==> src/rtl/sys_seg_ctrl.sv <==
// sys_seg_ctrl: one-second centre-button hold detector, switch latch and
// 8-digit multiplexed hex display driver.
// Optional build macro SEG_DP_SEPARATOR_EN lights the decimal point on
// digits 6, 4 and 2 as field separators; without it the dp stays off.
module sys_seg_ctrl #(
    parameter int CLK_FREQ = 100_000_000,
    parameter int CLK400HZ = 250_000
) (
    input  logic       clk,
    input  logic       reset,
    input  logic       btn_c,
    input  logic [7:0] num,
    input  logic [1:0] speed,
    input  logic [1:0] num_of_bytes,
    input  logic [7:0] byte_count,
    output logic       one_sec_push,
    output logic [7:0] latched_num,
    output logic [7:0] latched_speed,
    output logic [7:0] latched_num_of_bytes,
    output logic [7:0] cathode,
    output logic [7:0] anode
);

    localparam int HW = $clog2(CLK_FREQ + 1);
    localparam int RW = $clog2(CLK400HZ + 1);
    localparam logic [HW-1:0] HOLD_HIT = HW'(CLK_FREQ - 1);
    localparam logic [HW-1:0] HOLD_SAT = HW'(CLK_FREQ);
    localparam logic [RW-1:0] REF_TOP  = RW'(CLK400HZ - 1);

    logic          btn_s1, btn_s2;
    logic [HW-1:0] hold_cnt;
    logic [RW-1:0] ref_cnt;
    logic [2:0]    digit_idx;
    logic [3:0]    nibble;
    logic          dp_bit;

    function automatic logic [6:0] seg7(input logic [3:0] n);
        case (n)
            4'h0: seg7 = 7'h40;
            4'h1: seg7 = 7'h79;
            4'h2: seg7 = 7'h24;
            4'h3: seg7 = 7'h30;
            4'h4: seg7 = 7'h19;
            4'h5: seg7 = 7'h12;
            4'h6: seg7 = 7'h02;
            4'h7: seg7 = 7'h78;
            4'h8: seg7 = 7'h00;
            4'h9: seg7 = 7'h10;
            4'hA: seg7 = 7'h08;
            4'hB: seg7 = 7'h03;
            4'hC: seg7 = 7'h46;
            4'hD: seg7 = 7'h21;
            4'hE: seg7 = 7'h06;
            default: seg7 = 7'h0E;
        endcase
    endfunction

    // Two-flop synchronizer for the raw push-button
    always_ff @(posedge clk or posedge reset) begin
        if (reset) begin
            btn_s1 <= 1'b0;
            btn_s2 <= 1'b0;
        end else begin
            btn_s1 <= btn_c;
            btn_s2 <= btn_s1;
        end
    end

    // Hold counter: clears on release, parks one past the hit value so a
    // single press produces a single pulse
    always_ff @(posedge clk or posedge reset) begin
        if (reset)
            hold_cnt <= '0;
        else if (!btn_s2)
            hold_cnt <= '0;
        else if (hold_cnt != HOLD_SAT)
            hold_cnt <= hold_cnt + 1'b1;
    end

    assign one_sec_push = (hold_cnt == HOLD_HIT);

    // Capture and decode the switches on the hold pulse
    always_ff @(posedge clk or posedge reset) begin
        if (reset) begin
            latched_num          <= '0;
            latched_speed        <= '0;
            latched_num_of_bytes <= '0;
        end else if (one_sec_push) begin
            latched_num <= num;
            case (speed)
                2'd0:    latched_speed <= 8'h04;
                2'd1:    latched_speed <= 8'h08;
                2'd2:    latched_speed <= 8'h10;
                default: latched_speed <= 8'h20;
            endcase
            case (num_of_bytes)
                2'd0:    latched_num_of_bytes <= 8'h10;
                2'd1:    latched_num_of_bytes <= 8'h20;
                2'd2:    latched_num_of_bytes <= 8'h40;
                default: latched_num_of_bytes <= 8'h80;
            endcase
        end
    end

    // Refresh prescaler and digit index
    always_ff @(posedge clk or posedge reset) begin
        if (reset) begin
            ref_cnt   <= '0;
            digit_idx <= '0;
        end else if (ref_cnt == REF_TOP) begin
            ref_cnt   <= '0;
            digit_idx <= digit_idx + 3'd1;
        end else begin
            ref_cnt <= ref_cnt + 1'b1;
        end
    end

    // Select the nibble and decimal point for the current digit
    always_comb begin
        nibble = 4'h0;
        dp_bit = 1'b1;
        case (digit_idx)
            3'd7: nibble = latched_num[7:4];
            3'd6: nibble = latched_num[3:0];
            3'd5: nibble = latched_speed[7:4];
            3'd4: nibble = latched_speed[3:0];
            3'd3: nibble = latched_num_of_bytes[7:4];
            3'd2: nibble = latched_num_of_bytes[3:0];
            3'd1: nibble = byte_count[7:4];
            default: nibble = byte_count[3:0];
        endcase
`ifdef SEG_DP_SEPARATOR_EN
        if (digit_idx == 3'd6 || digit_idx == 3'd4 || digit_idx == 3'd2)
            dp_bit = 1'b0;
`else
        dp_bit = 1'b1;
`endif
    end

    // Register anode and cathode together so they switch on the same edge
    always_ff @(posedge clk or posedge reset) begin
        if (reset) begin
            anode   <= '1;
            cathode <= '1;
        end else begin
            anode   <= ~(8'd1 << digit_idx);
            cathode <= {dp_bit, seg7(nibble)};
        end
    end

endmodule

==> config.mk <==
export PLATFORM = sky130hd
export DESIGN_NAME = sys_seg_ctrl
export DESIGN_NICKNAME = d
export VERILOG_FILES = /design/src/rtl/sys_seg_ctrl.sv
export SDC_FILE = /design/constraint.sdc
export NUM_CORES = 1
export LEC_CHECK = 0
export ABC_CLOCK_PERIOD_IN_PS = 2550
export BUFFER_PORTS_ARGS = -buffer_cell sky130_fd_sc_hd__buf_2
export CORE_ASPECT_RATIO = 0.7
export CORE_MARGIN = 5
export CORE_UTILIZATION = 52
export CTS_CLUSTER_DIAMETER = 30
export DETAILED_ROUTE_END_ITERATION = 8
export GPL_ROUTABILITY_DRIVEN = 0
export PLACE_DENSITY = 0.78
export SLEW_MARGIN = 20
export SYNTH_ARGS = -nofsm -noshare
export SYNTH_HDL_FRONTEND = slang
export SYNTH_SLANG_ARGS = --single-unit
==> constraint.sdc <==
create_clock -name clk -period 2.55 [get_ports clk]
set_input_delay 0.1275 -clock clk [delete_from_list [all_inputs] [get_ports clk]]
set_output_delay 0.1275 -clock clk [all_outputs]
set_load 0.02 [all_outputs]
==> impl_metrics.csv <==
group,metric,value,unit
outcome,outcome,"completed",
critical_path,critPathLaunch,"digit_idx[0]",
layout,most-common-layout-cells,"66 x dfrtp_1, 54 x buf_2, 31 x nand2_1, 25 x and2_1",
logic_synthesis,ys_async_sr_fraction,100,%
critical_path,r2r_slack,130,ps
power,p_leak,2.38,nW
critical_path,r2r_start,"digit_idx[0]",
route,vias_per_cell,5.34,
layout,area_delta_synth_final,16.1,%
sta,tns,0,ps
critical_path,crit_end,"cathode[3]",
clock_network,path_clk_slew,70,ps
power,internal-power,2.03,mW
clock_network,clock_path_buffers,2,
route,wl_per_cell,15.6,um
logic_synthesis,synth_edf_count,0,
layout,final_common_cell,"dfrtp_1",
route,drt_iter0_drc,107,
logic_synthesis,ys_ff_latch,81,
logic_synthesis,yosysUniqueCellTypes,54,
sta,slew_headroom,51.8,%
logic_synthesis,ys_warn_count,0,
sta,finClkSkew,11.4,ps
sta,setup_violations,0,
placement,dp_slack,20.5,ps
die,initial_core_util,53.8,%
critical_path,cp_data_arrival_time,2670,ps
logic_synthesis,syn_inst,391,
layout,seq_area,2050,um2
clock_network,post_cts_buffers,0,
sta,fin_ws,135,ps
route,drc,0,
power,pwr-share-comb,5.7,%
clock_network,htreeDepth,3,
layout,multiInputGateArea,2050,um2
logic_synthesis,ys_seq_area_share,47.9,%
die,die_h,85.9,um
route,ant_nets,0,
clock_network,root_buffer,"clkbuf_16",
sta,fmax,414,MHz
logic_synthesis,synth_area,4270,um2
sta,period_share,94.7,%
power,p_sw,637,uW
worst_hold_path,hold_class,"input pin to flip-flop",
sta,hold_violations,0,
global_routing,first_global_vias,3140,
critical_path,critical_path_class,"flip-flop to flip-flop",
critical_path,end_kind,"flip-flop",
clock_network,cts_made_buffers,9,
global_routing,antenna_found_initial,0,
critical_path,required,2800,ps
die,std_cell_rows,27,
route,wl,8740,um
clock_network,cts.sinks,81,
layout,n_fill_cell,618,
die,pin_count,64,
die,die_area,10200,um2
power,irDropWorstVdd,0.000308,V
global_routing,grt_start_max_net_pins,34,
global_routing,grt_pass1_wl,15000,um
clock_network,cts_tree,"built",
route,vias,2992,
die,die_x,118,um
critical_path,worstSetupStartpointType,"flip-flop",
logic_synthesis,synth.avg_cell_area,10.9,um2
power,seq_power_share,49.4,%
layout,antenna_cells,0,
die,core,7940,um2
sta,finalMaxSlewViolations,0,
placement,port_buffers,54,
global_routing,grt.total_usage,18.1,%
global_routing,grt_overflow,0,
layout,drive_gt1_share,28.5,%
critical_path,r2r_cells,11,
sta,tightest_slew,717,ps
power,p_per_area,538,nW/um2
placement,dp_hpwl,6260,um
critical_path,r2r-end,"cathode[3]",
job,maxCapViolCount,0,
route,firstDrtPassIters,5,
critical_path,cp_max_fo,8,
power,clockPowerShare,44.9,%
layout,nNetsFinal,492,
sta,final.min_clock_period,2420,ps
logic_synthesis,synth_ff_type,"dfrtp_1",
clock_network,clk_latency,330,ps
power,switching_share,23.8,%
==> worst min path at each step <==
stage	slack, ps	start	cells after the start	to
6_report	20	num[0]	2	latched_num[0]
5_1_grt	20	num[7]	2	latched_num[7]
4_1_cts	10	num[2]	2	latched_num[2]
3_5_place_dp	200	reset	2	hold_cnt[23]
3_3_place_gp	190	reset	2	hold_cnt[23]
2_1_floorplan	160	btn_c	0	btn_s1
==> repair_timing <==
action                                  4_1_cts  5_1_grt
endpoints found under the hold margin        28        0
resized for setup                             2        8
endpoints found under the setup margin        4        7
pin swaps                                     0        0
hold buffers                                  2        0
==> synth_stat cells, types with 9 or more instances <==
| cell type | number | area [um2] |
|---|---|---|
| xnor2_1 | 21 | 184 |
| nor2_1 | 20 | 75.1 |
| buf_4 | 13 | 97.6 |
| dfstp_2 | 15 | 394 |
| dfrtp_1 | 66 | 1650 |
| inv_1 | 22 | 82.6 |
| nand3_1 | 17 | 85.1 |
| mux2_2 | 10 | 113 |
| mux2i_1 | 9 | 90.1 |
| nand2_1 | 31 | 116 |
| nor2b_1 | 9 | 56.3 |
| xor2_1 | 19 | 166 |
| and2_1 | 25 | 156 |
| ha_1 | 15 | 188 |
==> through the flow <==
step                      utilization (%)  power, mW  instance area [um2]  instances  hold WS [ps]
after floorplan                         -       1.45                 4300        398           159
after global placement               58.3       1.49                 4630        542           189
after global routing                 62.5       2.78                 4960        560          16.3
after detailed placement             58.3       1.49                 4630        542           197
final                                62.5       2.67                 4960        560          22.3
after CTS                            62.1       2.70                 4930        560          14.5
==> sequential cells by signal, indices dropped and copies added (netlist names) <==
signal and cells:
latched_num 8, latched_num_of_bytes 4, hold_cnt 27, cathode 7, latched_speed 4, ref_cnt 18, anode 8, btn_s1 1
digit_idx 3, btn_s2 1
==> layout make-up <==
class,instances,area share (%)
Tap cell,101,2.55
Sequential cell,81,41.2
Multi-Input combinational cell,273,41.4
Timing Repair Buffer,67,7.52
Clock inverter,6,1.01
Inverter,22,1.69
Clock buffer,10,4.62
==> cells by family (layout without fill, tap and decap cells) <==
group	count (synthesis)	count (layout)	share of synthesized area, %
buf+inv	44	105	5.53
mux	26	26	7.20
xor+xnor	40	40	8.20
other cells	2	9	0.176
compound gates	31	31	5.36
flops	81	81	47.9
simple gates	152	152	21.3
fa+ha+maj	15	15	4.39
==> power groups by stage <==
stage	combinational, mW	sequential [mW]	clock, mW
6_report	0.152	1.32	1.20
5_1_grt	0.170	1.32	1.29
4_1_cts	0.151	1.32	1.23
3_5_place_dp	0.148	1.34	0
3_3_place_gp	0.142	1.34	0
2_1_floorplan	0.0952	1.35	0
==> worst max-delay path, stage by stage (launching register included) <==
cell and delay (ps):
dfrtp_1 400, ha_1 240, ha_2 220, nor4_1 270, nand2_1 170, buf_4 210
nand2_1 70, o21ai_2 70, ha_1 280, inv_1 60, a21o_1 140, a2bb2oi_1 190
==> layer usage <==
layer / track usage [%] / up-vias / share of wire (%)
met3: 5.60 / 13 / 5.0
met4: 5.73 / 0 / 1.1
li1: - / 1443 / -
met1: 24.1 / 1451 / 46
met2: 28.6 / 85 / 48
met5: 0 / - / 0
No activity file was read; power rests on OpenSTA's default activity.
